`src/rtl/hazard_unit.sv`:
```
// Registered hazard controller for the X/W pipeline: load-use stalls, taken-redirect
// flushes and two-source operand forwarding, with state/counter exposed for debug.
module hazard_unit #(
    parameter int LOAD_LAT       = 1,
    parameter int BRANCH_PENALTY = 1,
    parameter int CNT_W          = 3
) (
    input  logic             clk,
    input  logic             rst,
    input  logic             stall,
    input  logic             x_valid,
    input  logic [6:0]       opcode_x,
    input  logic [4:0]       rs1_x,
    input  logic [4:0]       rs2_x,
    input  logic             branch_taken,
    input  logic             w_valid,
    input  logic [6:0]       opcode_w,
    input  logic [4:0]       rd_w,
    output logic             pc_hold,
    output logic             x_hold,
    output logic             w_hold,
    output logic             x_kill,
    output logic [1:0]       fwd_a,
    output logic [1:0]       fwd_b,
    output logic [1:0]       dbg_state,
    output logic [CNT_W-1:0] dbg_cnt
);

    localparam logic [6:0] OPC_ARI_RTYPE = 7'b0110011;
    localparam logic [6:0] OPC_ARI_ITYPE = 7'b0010011;
    localparam logic [6:0] OPC_LOAD      = 7'b0000011;
    localparam logic [6:0] OPC_STORE     = 7'b0100011;
    localparam logic [6:0] OPC_BRANCH    = 7'b1100011;
    localparam logic [6:0] OPC_LUI       = 7'b0110111;
    localparam logic [6:0] OPC_AUIPC     = 7'b0010111;
    localparam logic [6:0] OPC_JAL       = 7'b1101111;
    localparam logic [6:0] OPC_JALR      = 7'b1100111;

    localparam bit              HAS_LOAD_STALL = (LOAD_LAT > 0);
    localparam bit              HAS_BR_FLUSH   = (BRANCH_PENALTY > 1);
    localparam logic [CNT_W-1:0] LOAD_CNT = CNT_W'(LOAD_LAT > 0 ? LOAD_LAT - 1 : 0);
    localparam logic [CNT_W-1:0] BR_CNT   = CNT_W'(BRANCH_PENALTY > 1 ? BRANCH_PENALTY - 2 : 0);

    typedef enum logic [1:0] {
        RUN       = 2'd0,
        LOAD_WAIT = 2'd1,
        BR_FLUSH  = 2'd2
    } state_t;

    state_t           r_state;
    state_t           w_state_next;
    logic [CNT_W-1:0] r_cnt;
    logic [CNT_W-1:0] w_cnt_next;

    logic w_w_writes;
    logic w_w_load;
    logic w_x_reads1;
    logic w_x_reads2;
    logic w_match_a;
    logic w_match_b;
    logic w_load_use;
    logic w_redirect;

    // rd_w != 0 inside w_w_writes is what keeps x0 from ever matching.
    assign w_w_writes = w_valid && (rd_w != 5'd0) &&
                        (opcode_w == OPC_ARI_RTYPE || opcode_w == OPC_ARI_ITYPE ||
                         opcode_w == OPC_LOAD      || opcode_w == OPC_LUI       ||
                         opcode_w == OPC_AUIPC     || opcode_w == OPC_JAL       ||
                         opcode_w == OPC_JALR);
    assign w_w_load   = w_w_writes && (opcode_w == OPC_LOAD);
    assign w_x_reads1 = x_valid && !(opcode_x == OPC_LUI || opcode_x == OPC_AUIPC ||
                                     opcode_x == OPC_JAL);
    assign w_x_reads2 = x_valid && (opcode_x == OPC_ARI_RTYPE || opcode_x == OPC_STORE ||
                                    opcode_x == OPC_BRANCH);
    assign w_match_a  = w_x_reads1 && w_w_writes && (rs1_x == rd_w);
    assign w_match_b  = w_x_reads2 && w_w_writes && (rs2_x == rd_w);
    assign w_load_use = w_w_load && (w_match_a || w_match_b);
    assign w_redirect = x_valid && branch_taken;

    assign dbg_state = r_state;
    assign dbg_cnt   = r_cnt;

    function automatic logic [1:0] fwd_sel(input logic match, input logic is_load,
                                           input logic load_ok);
        if (!match)
            return 2'd0;
        else if (!is_load)
            return 2'd1;
        else
            return load_ok ? 2'd2 : 2'd0;
    endfunction

    always_ff @(posedge clk) begin
        if (rst) begin
            r_state <= RUN;
            r_cnt   <= '0;
        end else begin
            r_state <= w_state_next;
            r_cnt   <= w_cnt_next;
        end
    end

    // An external stall leaves state and count untouched.
    always_comb begin
        w_state_next = r_state;
        w_cnt_next   = r_cnt;
        if (!stall) begin
            case (r_state)
                RUN: begin
                    if (w_load_use && HAS_LOAD_STALL) begin
                        w_state_next = LOAD_WAIT;
                        w_cnt_next   = LOAD_CNT;
                    end else if (w_redirect && HAS_BR_FLUSH) begin
                        w_state_next = BR_FLUSH;
                        w_cnt_next   = BR_CNT;
                    end
                end
                LOAD_WAIT: begin
                    if (r_cnt != '0) begin
                        w_cnt_next = r_cnt - 1'b1;
                    end else if (w_redirect && HAS_BR_FLUSH) begin
                        w_state_next = BR_FLUSH;
                        w_cnt_next   = BR_CNT;
                    end else begin
                        w_state_next = RUN;
                    end
                end
                BR_FLUSH: begin
                    if (r_cnt == '0)
                        w_state_next = RUN;
                    else
                        w_cnt_next = r_cnt - 1'b1;
                end
                default: begin
                    w_state_next = RUN;
                    w_cnt_next   = '0;
                end
            endcase
        end
    end

    always_comb begin
        pc_hold = 1'b0;
        x_hold  = 1'b0;
        w_hold  = 1'b0;
        x_kill  = 1'b0;
        fwd_a   = 2'd0;
        fwd_b   = 2'd0;
        if (rst) begin
            pc_hold = 1'b0;
        end else if (stall) begin
            pc_hold = 1'b1;
            x_hold  = 1'b1;
            w_hold  = 1'b1;
        end else begin
            case (r_state)
                RUN: begin
                    if (w_load_use && HAS_LOAD_STALL) begin
                        pc_hold = 1'b1;
                        x_hold  = 1'b1;
                        w_hold  = 1'b1;
                    end else begin
                        // With no load latency the load data is usable right away.
                        fwd_a  = fwd_sel(w_match_a, w_w_load, !HAS_LOAD_STALL);
                        fwd_b  = fwd_sel(w_match_b, w_w_load, !HAS_LOAD_STALL);
                        x_kill = w_redirect;
                    end
                end
                LOAD_WAIT: begin
                    if (r_cnt != '0) begin
                        pc_hold = 1'b1;
                        x_hold  = 1'b1;
                        w_hold  = 1'b1;
                    end else begin
                        fwd_a  = fwd_sel(w_match_a, w_w_load, 1'b1);
                        fwd_b  = fwd_sel(w_match_b, w_w_load, 1'b1);
                        x_kill = w_redirect;
                    end
                end
                BR_FLUSH: x_kill = 1'b1;
                default:  x_kill = 1'b0;
            endcase
        end
    end

endmodule
```
`config.mk`:
```
export PLATFORM = sky130hd
export DESIGN_NAME = hazard_unit
export DESIGN_NICKNAME = d
export VERILOG_FILES = /design/src/rtl/hazard_unit.sv
export SDC_FILE = /design/constraint.sdc
export NUM_CORES = 1
export LEC_CHECK = 0
export CORE_MARGIN = 2
export CORE_UTILIZATION = 25
export DETAILED_ROUTE_END_ITERATION = 16
export GPL_TIMING_DRIVEN = 1
export PLACE_DENSITY = 0.61
export SLEW_MARGIN = 5
export SYNTH_ARGS = -nofsm -noshare
export SYNTH_HDL_FRONTEND = slang
export SYNTH_SLANG_ARGS = --single-unit
```
`constraint.sdc`:
```
create_clock -name clk -period 4.9 [get_ports clk]
set_clock_uncertainty 0.15 [all_clocks]
set_input_delay 0.98 -clock clk [delete_from_list [all_inputs] [get_ports clk]]
set_output_delay 0.98 -clock clk [all_outputs]
set_load 0.02 [all_outputs]
```
=== Word level (Yosys, flattened, before mapping) ===
Cells that the tools add are included.

* Flip-flop bits (word level): 5
* Logic and storage cells: 89
* Input port bits: 35

* Muxes and demuxes: 34
* Reductions and logical operators: 29
* Bitwise logic cells: 1
* Add/subtract/negate cells: 1
* Equality and inequality tests: 22

{| class="wikitable"
|+ Operators by type and width
! kind !! number
|-
| $eq 7x6->1 const B || 5
|-
| $eq 7x7->1 const B || 4
|-
| $mux 2 || 14
|-
| $eq 7x5->1 const B || 3
|-
| $logic_and 1x1->1 || 11
|-
| $logic_or 1x1->1 || 11
|-
| $mux 1 || 11
|-
| $eq 5x5->1 || 2
|-
| $ne 2x2->1 const B || 5
|-
| $mux 3 || 3
|-
| $pmux 3 s3 || 1
|-
| $pmux 2 s2 || 2
|-
| $reduce_and 4->1 || 2
|-
| $eq 7x2->1 const B || 1
|-
| $pmux 2 s3 || 1
|-
| $reduce_bool 5->1 || 1
|-
| $logic_not 3->1 || 1
|-
| $pmux 1 s3 || 1
|-
| $reduce_bool 3->1 || 1
|-
| $sub 3x1->3 const B || 1
|-
| $eq 2x1->1 const B || 1
|-
| $eq 2x2->1 const B || 1
|-
| $logic_not 2->1 || 1
|-
| $pmux 1 s2 || 1
|-
| other kinds (2) || 2
|}

=== Longest topological paths before layout ===
* Depth after elaboration: 16
* Depth in mapped cells: 7

=== Worst setup path before layout ===
OpenSTA, ideal clock, no wires.

* Path type: input -> output
* From: in w_valid
* To: out w_hold
* Path buffers: 1
* Data arrival time: 2.713 ns
* Cell stages on the path: 6
* Slack: 1.057 ns
* Cell sequence: and3_1 o211ai_2 or4_4 a211o_2 a21oi_1 buf_4

* Cells in the longest elaborated chain, start to end: 10

{| class="wikitable"
|+ RTL lines
! item !! line !! text
|-
| start, declared || 16 || <nowiki>input logic w_valid,</nowiki>
|-
| $logic_and 1x1->1 * (2 in series) || 65 || <nowiki>assign w_w_writes = w_valid && (rd_w != 5'd0) &&</nowiki>
|-
| $logic_and 1x1->1 (on tied branches) (2 in series) || 75, 76 ||
|-
| $logic_or 1x1->1 || 77 || <nowiki>assign w_load_use = w_w_load && (w_match_a || w_match_b);</nowiki>
|-
| $logic_and 1x1->1 * || 77 ||
|-
| $mux 1 * || -- ||
|-
| $pmux 1 s2 * || -- ||
|-
| $mux 1 * (2 in series) || -- ||
|-
| end, declared || 21 || <nowiki>output logic w_hold,</nowiki>
|}

Every way passes the cells marked *; elsewhere a longest branch is shown, timed or not.

=== Worst setup path in the final report ===
* From: in rd_w[0]
* To: out pc_hold

* Cells in the longest elaborated chain, start to end: 11

{| class="wikitable"
|+ RTL lines
! item !! line !! text
|-
| start, declared || 18 || <nowiki>input logic [4:0] rd_w,</nowiki>
|-
| $reduce_bool 5->1 || 65 ||
|-
| $logic_and 1x1->1 (2 in series) || 65 ||
|-
| $logic_and 1x1->1 (on tied branches) (2 in series) || 75, 76 ||
|-
| $logic_or 1x1->1 || 77 ||
|-
| $logic_and 1x1->1 * || 77 ||
|-
| $mux 1 * || 158 || <nowiki>if (w_load_use && HAS_LOAD_STALL) begin</nowiki>
|-
| $pmux 1 s2 * || 156 || <nowiki>case (r_state)</nowiki>
|-
| $mux 1 * || 151 || <nowiki>end else if (stall) begin</nowiki>
|-
| $mux 1 * || 149 || <nowiki>if (rst) begin</nowiki>
|-
| end, declared || 19 || <nowiki>output logic pc_hold,</nowiki>
|}

Marked as above.

==> flow_summary.json <==
{
  "hold_buffers": 0,
  "num_antenna_cells": 0,
  "die_w_um": 51.6,
  "finalSetupViolations": 0,
  "avgSynthCellArea_um2": 7.66,
  "dieArea_um2": 2660,
  "num_vias": 708,
  "core-area_um2": 2170,
  "ys_seq_elements": 4,
  "finalCriticalPeriod_ns": 4.62,
  "hold_class": "reg -> reg",
  "globalplace.congestion": 0.605,
  "synthTopCellsByArea": "dfxtp_1 (14%), xnor2_1 (12%), xor2_1 (6.2%)",
  "post-route-drc-count": 0,
  "status": "completed",
  "cts.repair.resized": 0,
  "power.leakage_uw": 0.000349,
  "rsz0062_at_grt": "no",
  "max_freq_ghz": 0.216,
  "yosysTopAreaCellShare_pct": 14.1,
  "synth.yosys.seq_area_share_pct": 14.1,
  "antenna_found_initial": 0,
  "clock_sinks": 4,
  "drt-initial-drc-count": 6,
  "clk_path_buf_depth": 2,
  "critPathRequiredTime_ns": 3.77,
  "layout-drive-gt1-share_pct": 7.44,
  "cellPowerDensity_nw_per_um2": 118,
  "initial_core_util_pct": 26.1,
  "io_pins": 48,
  "clk_latency_ns": 0.23,
  "ys_warn_count": 0,
  "async_reset_ff_share_pct": 0,
  "endpoint_kind": "output port",
  "dp_slack_ns": 0.266,
  "cts.htree.levels": 1,
  "area_delta_synth_final_pct": 88.7,
  "maxCapViolCount": 0,
  "first_pass_iters": 3,
  "startpoint_type": "input pin",
  "synth_edf_count": 0,
  "cp_max_fo": 3,
  "yosys.area.top_type": "dfxtp_1",
  "grt_pass1_wl_um": 2790,
  "clk_pin_slew_ns": 0.03,
  "layout.cells.non_filler": 149,
  "grt_use_total_pct": 14.0,
  "cts_setup_buffers": 0,
  "dp.cells": 146,
  "slew_violations": 0,
  "grt_pass1_vias": 679,
  "syn-cell-area_um2": 567,
  "syn_inst": 74,
  "drtAntennaViolNets": 0,
  "synth_nets": 111,
  "timing.hold.ws_ns": 0.409,
  "overflow": 0,
  "rows": 17,
  "fin_crit_sh_pct": 94.4,
  "worst-setup-path-type": "in -> out",
  "synth.most_common_cell": "xnor2_1",
  "die_h_um": 51.6,
  "layout.nets": 160,
  "cp.arrival_ns": 3.49,
  "setup_tns_ns": 0,
  "wl_per_cell_um": 11.6,
  "synthTopCellsByCount": "xnor2_1 (8), nand2_1 (7), nor2_1 (7)",
  "cts_tree": "built",
  "irDropWorstVdd_mv": 0.135,
  "worst_pin_slew_ns": 0.600,
  "synth_flop_cell": "dfxtp_1",
  "cts_made_buffers": 3,
  "portBuffers": 46,
  "slew-limit-headroom_pct": 59.0,
  "synth_cell_type_count": 32,
  "grt_start_max_net_pins": 10,
  "hold_viol": 0,
  "clockRootBuffer": "clkbuf_4",
  "fin_ws_ns": 0.276,
  "place_hpwl_um": 1440,
  "wirelength_um": 1730,
  "viasPerCell": 4.75
}
[cells by family (layout without fill, tap and decap cells)]
| logic type | Yosys count | after routing | share of synthesized area (%) |
|---|---|---|---|
| simple gates | 37 | 37 | 36.0 |
| compound gates | 13 | 13 | 21.0 |
| xor+xnor | 12 | 12 | 18.5 |
| buf+inv | 5 | 52 | 5.30 |
| flops | 4 | 4 | 14.1 |
| fa+ha+maj | 2 | 2 | 4.41 |
| other cells | 1 | 1 | 0.662 |
[placed cells by master (no fill, tap or decap)]
| cell type | Yosys | layout |
|---|---|---|
| or4_4 | 1 | 1 |
| buf_4 | 3 | 1 |
| or3_1 | 1 | 1 |
| nand3_1 | 3 | 3 |
| clkbuf_4 | 0 | 3 |
| xnor2_1 | 8 | 8 |
| nor2_1 | 7 | 7 |
| nor4_1 | 2 | 2 |
| nor3_1 | 3 | 3 |
| o211ai_2 | 1 | 1 |
| or4_1 | 1 | 1 |
| nor3b_1 | 1 | 1 |
| o21bai_1 | 1 | 1 |
| conb_1 | 1 | 1 |
| nand2b_1 | 3 | 3 |
| o21ba_2 | 1 | 1 |
| a211o_2 | 1 | 1 |
| inv_1 | 2 | 2 |
| and3_1 | 2 | 2 |
| nand4_1 | 3 | 3 |
| nand4bb_1 | 1 | 1 |
| a311o_1 | 1 | 1 |
| o21ai_0 | 2 | 2 |
| xor2_1 | 4 | 4 |
| nor2b_1 | 1 | 1 |
| nand4b_1 | 1 | 1 |
| o21a_1 | 1 | 1 |
| nand2_1 | 7 | 7 |
| clkdlybuf4s50_1 | 0 | 46 |
| a2111oi_0 | 1 | 1 |
| ha_1 | 2 | 2 |
| dfxtp_1 | 4 | 4 |
| a21oi_1 | 3 | 3 |
| a2111oi_4 | 1 | 1 |
[final timing paths]
kind         startpoint    endpoint  slack (ns)  depth (start not counted)
max             rd_w[0]     pc_hold        0.28                          7
min          dbg_cnt[0]  dbg_cnt[0]        0.41                          2
max reg2reg  dbg_cnt[0]  dbg_cnt[2]        3.11                          7
min reg2reg  dbg_cnt[0]  dbg_cnt[0]        0.41                          2
[area by class of cell]
| class | count | area (µm²) |
|---|---|---|
| clock buffer | 3 | 22.5 |
| fill | 217 | 1100 |
| inverter | 2 | 7.51 |
| multi-input combinational | 65 | 457 |
| sequential | 4 | 80.1 |
| tap | 28 | 35.0 |
| timing repair buffer | 47 | 468 |
[where the power goes]
group	internal [µW]	switching [µW]	total, µW	leakage, µW
combinational	34.5	18.5	53.1	0.000303
clock	27.3	12.6	40.0	0.0000138
sequential	32.8	0.000213	32.8	0.0000322
[layer usage]
layer / track usage, % / part of all wire [%] / vias to the layer above
met5: 0 / 0 / -
li1: - / - / 360
met3: 2.59 / 9.4 / 4
met1: 15.9 / 45 / 310
met4: 7.89 / 2.0 / 0
met2: 24.4 / 43 / 34
[worst max-delay path, stage by stage]
cell	delay, ns
clkdlybuf4s50_1	0.55
or4_1	0.17
o211ai_2	0.10
or4_4	0.53
a211o_2	0.33
a21oi_1	0.20
clkdlybuf4s50_1	0.65
[stage by stage]
step / cell area (µm²) / util [%] / total power, µW
6_report: 1070 / 49.3 / 126
5_1_grt: 1070 / 49.3 / 137
4_1_cts: 1070 / 49.3 / 128
3_5_place_dp: 1050 / 48.3 / 86.3
3_3_place_gp: 1050 / 48.3 / 86.3
2_1_floorplan: 567 / - / 50.9
[state kept, by name, summed over array words and instances (netlist names)]
signal,flops
dbg_state,1
dbg_cnt,3
No activity file was read; power rests on OpenSTA's default activity.
